## src/rtl/ntt_masked_combine_div2_pipe.sv

```systemverilog
// Masked INTT back end: per-lane share recombine, mod-PRIME reduce, optional div2, framed valid/ready output.
// Optional sticky range check on share sums is built when NTT_COMBINE_RANGE_CHK_EN is defined.
module ntt_masked_combine_div2_pipe #(
    parameter int unsigned WIDTH          = 46,
    parameter int unsigned HALF_WIDTH     = WIDTH / 2,
    parameter int unsigned NUM_LANES      = 4,
    parameter int unsigned NUM_SHARES     = 2,
    parameter int unsigned PRIME          = 8380417,
    parameter int unsigned BEATS_PER_POLY = 64,
    parameter int unsigned MODE_W         = 2,
    parameter logic [MODE_W-1:0] PWM_MODE = MODE_W'(2)
) (
    input  logic                                  clk,
    input  logic                                  reset,
    input  logic                                  zeroize,
    input  logic [MODE_W-1:0]                     mode,
    input  logic                                  div2_en,
    input  logic                                  in_valid,
    output logic                                  in_ready,
    input  logic [NUM_LANES*NUM_SHARES*WIDTH-1:0] shares_i,
    output logic                                  out_valid,
    input  logic                                  out_ready,
    output logic [NUM_LANES*HALF_WIDTH-1:0]       coeff_o,
    output logic [NUM_LANES*NUM_SHARES*WIDTH-1:0] shares_o,
    output logic                                  out_last,
    output logic                                  range_err_o
);

    localparam int unsigned SHARE_BITS = NUM_LANES * NUM_SHARES * WIDTH;
    localparam int unsigned CNT_W      = (BEATS_PER_POLY > 1) ? $clog2(BEATS_PER_POLY) : 1;
`ifdef NTT_COMBINE_RANGE_CHK_EN
    localparam int unsigned SUM_W      = WIDTH;
`else
    localparam int unsigned SUM_W      = HALF_WIDTH;
`endif
    localparam logic [HALF_WIDTH-1:0] PRIME_H   = HALF_WIDTH'(PRIME);
    localparam logic [HALF_WIDTH:0]   PRIME_W   = (HALF_WIDTH + 1)'(PRIME);
    localparam logic [CNT_W-1:0]      LAST_BEAT = CNT_W'(BEATS_PER_POLY - 1);

    logic                                  advance;
    logic [NUM_LANES-1:0][SUM_W-1:0]       sum_c;
    logic [NUM_LANES-1:0][HALF_WIDTH-1:0]  coeff_c;

    logic                                  s1_valid;
    logic                                  s1_pwm;
    logic                                  s1_div2;
    logic [NUM_LANES-1:0][HALF_WIDTH-1:0]  s1_sum;
    logic [SHARE_BITS-1:0]                 s1_shares;
    logic [CNT_W-1:0]                      beat_cnt;

    assign advance  = !out_valid || out_ready;
    assign in_ready = advance;
    assign out_last = out_valid && (beat_cnt == LAST_BEAT);

    // Share word for [lane l][share s] sits at bit offset (l*NUM_SHARES + s)*WIDTH.
    always_comb begin
        sum_c = '0;
        for (int l = 0; l < NUM_LANES; l++) begin
            for (int s = 0; s < NUM_SHARES; s++) begin
                sum_c[l] = sum_c[l] + shares_i[(l*NUM_SHARES + s)*WIDTH +: SUM_W];
            end
        end
    end

    // Single conditional subtract, then x/2 mod PRIME via (x + PRIME*odd) >> 1.
    always_comb begin
        logic [HALF_WIDTH-1:0] red;
        logic [HALF_WIDTH:0]   wide;
        red     = '0;
        wide    = '0;
        coeff_c = '0;
        for (int l = 0; l < NUM_LANES; l++) begin
            red  = (s1_sum[l] >= PRIME_H) ? (s1_sum[l] - PRIME_H) : s1_sum[l];
            wide = {1'b0, red} + (red[0] ? PRIME_W : '0);
            if (s1_pwm) begin
                coeff_c[l] = '0;
            end else if (s1_div2) begin
                coeff_c[l] = HALF_WIDTH'(wide >> 1);
            end else begin
                coeff_c[l] = red;
            end
        end
    end

`ifdef NTT_COMBINE_RANGE_CHK_EN
    logic [NUM_LANES-1:0] over_c;
    logic [NUM_LANES-1:0] s1_over;

    always_comb begin
        over_c = '0;
        for (int l = 0; l < NUM_LANES; l++) begin
            over_c[l] = (sum_c[l] >= SUM_W'(2 * PRIME));
        end
    end

    // Sticky flag; data path is untouched by an out-of-contract sum.
    always_ff @(posedge clk or posedge reset) begin
        if (reset) begin
            s1_over     <= '0;
            range_err_o <= 1'b0;
        end else if (zeroize) begin
            s1_over     <= '0;
            range_err_o <= 1'b0;
        end else begin
            if (advance && in_valid) begin
                s1_over <= over_c;
            end
            if (s1_valid && (|s1_over)) begin
                range_err_o <= 1'b1;
            end
        end
    end
`else
    assign range_err_o = 1'b0;
`endif

    // Both stages move together on advance; zeroize discards everything in flight.
    always_ff @(posedge clk or posedge reset) begin
        if (reset) begin
            s1_valid  <= 1'b0;
            s1_pwm    <= 1'b0;
            s1_div2   <= 1'b0;
            s1_sum    <= '0;
            s1_shares <= '0;
            out_valid <= 1'b0;
            coeff_o   <= '0;
            shares_o  <= '0;
            beat_cnt  <= '0;
        end else if (zeroize) begin
            s1_valid  <= 1'b0;
            s1_pwm    <= 1'b0;
            s1_div2   <= 1'b0;
            s1_sum    <= '0;
            s1_shares <= '0;
            out_valid <= 1'b0;
            coeff_o   <= '0;
            shares_o  <= '0;
            beat_cnt  <= '0;
        end else begin
            if (advance) begin
                s1_valid  <= in_valid;
                out_valid <= s1_valid;
                if (in_valid) begin
                    s1_pwm    <= (mode == PWM_MODE);
                    s1_div2   <= div2_en;
                    s1_shares <= shares_i;
                    for (int l = 0; l < NUM_LANES; l++) begin
                        s1_sum[l] <= HALF_WIDTH'(sum_c[l]);
                    end
                end
                if (s1_valid) begin
                    coeff_o  <= coeff_c;
                    shares_o <= s1_shares;
                end
            end
            if (out_valid && out_ready) begin
                beat_cnt <= (beat_cnt == LAST_BEAT) ? '0 : beat_cnt + CNT_W'(1);
            end
        end
    end

endmodule

```

## config.mk

```make
export PLATFORM = sky130hd
export DESIGN_NAME = ntt_masked_combine_div2_pipe
export DESIGN_NICKNAME = d
export VERILOG_FILES = /design/src/rtl/ntt_masked_combine_div2_pipe.sv
export SDC_FILE = /design/constraint.sdc
export NUM_CORES = 2
export LEC_CHECK = 0
export BUFFER_PORTS_ARGS = -buffer_cell sky130_fd_sc_hd__buf_2
export CAP_MARGIN = 15
export CORE_AREA = 5 5 323 325
export DETAILED_ROUTE_END_ITERATION = 10
export DIE_AREA = 0 0 328 330
export PLACE_DENSITY = 0.61
export SETUP_SLACK_MARGIN = 0.05
export SLEW_MARGIN = 20
export SYNTH_ARGS = -nofsm -noshare
export SYNTH_HDL_FRONTEND = slang
export SYNTH_SLANG_ARGS = --single-unit
```

## constraint.sdc

```tcl
create_clock -name clk -period 87 [get_ports clk]
set_clock_uncertainty 0.05 [all_clocks]
set_input_delay 13.05 -clock clk [delete_from_list [all_inputs] [get_ports clk]]
set_output_delay 13.05 -clock clk [all_outputs]
set_load 0.01 [all_outputs]
```

* Yosys cells after proc, flatten, opt, wreduce, memory -nomap -nowiden
Index checks and enable logic that the tools add are counted. Widths: inputs -> output; s select.
Word-level totals: register bits 930, latch bits 0, bits in writable memories 0, ROM bits 0, output and inout port bits 464, logic and storage cells 82, memories kept 0
Cells by class: $add $sub $neg 13, multipliers 0, div/mod/pow operators 0, order comparisons 4, equal/unequal tests 2, shifts and indexed selects 0, multiplexer cells 41, bitwise logic cells 0, reductions and logical operators 10
Operators with widths (number):
- $mux 368 | 6
- $mux 92 | 6
- $mux 23 | 16
- $add 23x23->24 | 4
- $add 23x23->23 | 4
- $ge 23x23->1 const B | 4
- $sub 23x23->23 const B | 4
- $mux 6 | 3
- $mux 1 | 10
- $reduce_bool 2->1 | 4
- $add 6x1->6 const B | 1
- $eq 6x6->1 const B | 1
- $reduce_and 2->1 | 2
- $eq 2x2->1 const B | 1
- $logic_and 1x1->1 | 2
- $logic_not 1->1 | 1
- $logic_or 1x1->1 | 1

* Depth between registers and ports, before layout
depth in word-level cells 9, depth in mapped cells 17, depth with buffers taken out 16

* Least setup slack after synthesis
OpenSTA, ideal clock, no wires.
path type input-to-output, from input port out_ready, to output port in_ready, data arrival time 13378 ps, required time 73900 ps, path slack 60522 ps, stages on the path 2, path buffers 1, cells stage by stage nand2b_1 > clkbuf_1
On the way: cells in the longest elaborated chain, start to end 1
RTL lines:
- start: declaration | RTL line 22 | input logic out_ready,
- $logic_or 1x1->1 | RTL line 51 | assign advance = !out_valid || out_ready;
- end: declaration | RTL line 19 | output logic in_ready,
Every way passes these cells.

* Final worst setup path
Ends and elaborated chain as after synthesis.

==> flow_metrics.tcl <==
set metrics [dict create \
    ctsResizeCount 0 \
    drc_errors 0 \
    cts_sinks 930 \
    clock_latency_ps 690 \
    synthArstFlopShare_pct 100 \
    rsz0062_at_grt "false" \
    fin_tns_setup_ps 0 \
    h-tree-depth 3 \
    final_nets 4884 \
    pwr-share-clk_pct 43.0 \
    core.rowCount 117 \
    status "finished, final reports clean" \
    synth_cell_types 103 \
    yosysWarnings 0 \
    vias_per_cell 5.61 \
    synth.cell_area_um2 42200 \
    fp.dieH_um 330 \
    cts_tree "built" \
    min_period_over_period_pct 30.8 \
    p_leak_uw 0.0257 \
    wl_per_cell_um 22.2 \
    design_area_um2 51100 \
    p_switching_uw 289 \
    syn2layout_area_growth_pct 21.3 \
    synth_seq_cells 930 \
    grt_use_total_pct 23.0 \
    gp_congestion 0.852 \
    critPathLaunchType "input port" \
    pre_cts_ws_ps 60170 \
    dp.cells 5633 \
    fin_ws_ps 60170 \
    first_pass_iters 8 \
    cp.arrival_ps 13730 \
    clockBufferDepth 3 \
    grt_pass1_vias 32500 \
    grt-ovfl-total 0 \
    fin_cells 5841 \
    postLayoutCoreUtil_pct 50.5 \
    vias 32800 \
    synth-edff-count 0 \
    die_w_um 328 \
    syn_inst 3646 \
    period_needed_ps 26830 \
    critPathRequiredTime_ps 73900 \
    p_sw_share_pct 26.9 \
    path_max_fanout 7 \
    syn_nets 4162 \
    yosysSeqAreaShare_pct 55.2 \
    fmax_ghz 0.0373 \
    vdd_drop_max_v 0.0000159 \
    wirelength_um 129000 \
    p_int_uw 784 \
    cp-end-kind "output pin" \
    start_util_pct 41.7 \
    dp_hpwl_um 89700 \
    clk_pin_slew_ps 60 \
    drive_gt1_share_pct 24.9 \
    avgSynthCellArea_um2 11.6 \
    dpl_cell_area_um2 47500 \
    p_seq_share_pct 44.0 \
    io_buffers 838 \
    antenna_found_initial 22 \
    cts-hold-fix-buffers 0 \
    synth_ff_type "dfrtp_1" \
    p_comb_share_pct 13.0 \
    setup_viol 0 \
    ant_nets 0 \
    grt_start_max_net_pins 184 \
    slew_headroom_pct 14.0 \
    core-area_um2 101000 \
    hold_viol_final 0 \
    cts_made_buffers 101 \
    drv_slew 0 \
    dieArea_um2 108000 \
    grt_pass1_wl_um 197000 \
    hold_class "reg -> reg" \
    cellPowerDensity_nw_per_um2 21.0 \
    maxCapViolations 0 \
    drtIter0Drc 2152 \
    cts.root.buffer_cell "clkbuf_16" \
    tightest_slew_ps 1290 \
    ioPinCount 840 \
    worst-setup-path-type "in -> out" \
    cts_setup_buffers 0 \
]
==> worst paths after layout <==
| check | start | endpoint | slack (ps) | cells past startpoint |
|---|---|---|---|---|
| setup / recovery | out_ready | in_ready | 60170 | 3 |
| hold / removal | coeff_o[8] | coeff_o[8] | 420 | 2 |
| setup reg to reg | s1_sum[77] | coeff_o[90] | 82140 | 13 |
| max in group asynchronous | reset | s1_shares[305] | 69870 | 7 |
| min in group asynchronous | reset | shares_o[133] | 12450 | 2 |
| hold reg to reg | coeff_o[8] | coeff_o[8] | 420 | 2 |
==> through the flow <==
step	power, uW	hold WS (ps)
after floorplan	571	414
after global placement	617	409
after detailed placement	619	419
after CTS	1080	433
after global routing	1120	448
final	1070	424
==> synthesized netlist by cell type, drive strengths merged (23+ instances only) <==
| cell type | number | area (um2) |
|---|---|---|
| a21oi | 117 | 601 |
| xnor2 | 104 | 918 |
| a21o | 33 | 248 |
| nor2 | 115 | 432 |
| nand3 | 45 | 225 |
| dfrtp | 930 | 23300 |
| xor2 | 67 | 594 |
| nand2b | 27 | 176 |
| a211oi | 24 | 185 |
| a31oi | 27 | 175 |
| o21ai | 224 | 1140 |
| nor3 | 73 | 402 |
| ha | 136 | 1700 |
| or3 | 36 | 225 |
| inv | 62 | 233 |
| a22o | 759 | 6650 |
| and3 | 23 | 149 |
| and2 | 29 | 181 |
| clkbuf | 244 | 916 |
| nor2b | 35 | 219 |
| nand2 | 226 | 848 |
==> registers in the layout (all words and copies together), names as in the netlist <==
signal,flops
beat_cnt,6
s1_sum,92
coeff_o,92
shares_o,368
s1_pwm,1
s1_div2,1
s1_shares,368
out_valid,1
s1_valid,1
==> critical path, cell delays in order <==
cell,delay (ps)
buf_2,120
nand2b_1,350
buf_2,210
==> power by group through the flow <==
stage,sequential [uW],clock [uW],combinational [uW]
CTS,471,471,141
floorplan,475,0,95.6
global route,474,489,155
detailed placement,479,0,140
finish,472,461,140
global placement,478,0,139
==> cells by family after synthesis <==
kind of cell	share of synthesized area [%]
buffers and inverters	2.89
adder cells (fa/ha/maj)	4.23
XOR/XNOR	3.59
AND/OR/NAND/NOR	8.20
other	0.00889
AO/OA/AOI/OAI	25.4
multiplexers	0.499
flip-flops	55.2
==> per-layer routing <==
metal | global-route usage (%) | up-vias | wire [um]
met4 | 7.04 | 8 | 3080
met3 | 6.35 | 169 | 9990
met2 | 36.4 | 953 | 59900
li1 | - | 15200 | -
met5 | 0 | - | 50
met1 | 31.0 | 16400 | 56400
==> layout by cell type, fill, tap and decap left out, types with 10 or more instances in the layout <==
| cell type | synthesis | final |
|---|---|---|
| a32oi_1 | 22 | 22 |
| a21oi_1 | 115 | 113 |
| nor2b_1 | 35 | 35 |
| a22oi_1 | 21 | 21 |
| o21a_1 | 14 | 14 |
| a22o_1 | 759 | 759 |
| or3_1 | 36 | 35 |
| bufinv_16 | 0 | 15 |
| nor4_1 | 10 | 10 |
| nand2b_1 | 26 | 26 |
| nor2_1 | 115 | 112 |
| nand4_1 | 20 | 20 |
| buf_2 | 6 | 838 |
| dfrtp_1 | 930 | 929 |
| mux2i_1 | 15 | 15 |
| o31ai_1 | 19 | 19 |
| diode_2 | 0 | 19 |
| o211ai_1 | 10 | 10 |
| o21ai_1 | 39 | 39 |
| o2111ai_1 | 10 | 10 |
| inv_1 | 61 | 60 |
| a211oi_1 | 23 | 23 |
| clkbuf_8 | 0 | 16 |
| xnor2_1 | 103 | 103 |
| buf_4 | 1 | 34 |
| and2_1 | 28 | 28 |
| a21o_1 | 33 | 33 |
| xor2_1 | 66 | 66 |
| a31oi_1 | 26 | 26 |
| o21ai_0 | 183 | 183 |
| nand2_1 | 226 | 225 |
| nor3_1 | 67 | 67 |
| ha_1 | 136 | 136 |
| or2_2 | 10 | 10 |
| and3_1 | 22 | 22 |
| clkbuf_16 | 0 | 103 |
| o21bai_1 | 16 | 16 |
| nand3_1 | 45 | 45 |
| clkbuf_1 | 244 | 18 |
| clkinv_2 | 0 | 20 |
==> area by class of cell <==
class | count | area, um2
Clock buffer | 137 | 2870
Multi-Input combinational cell | 2396 | 17700
Fill cell | 9104 | 50000
Antenna cell | 19 | 47.5
Clock inverter | 52 | 744
Tap cell | 1368 | 1710
Sequential cell | 930 | 23300
Inverter | 63 | 244
Timing Repair Buffer | 876 | 4530
No activity file was read; power rests on OpenSTA's default activity.
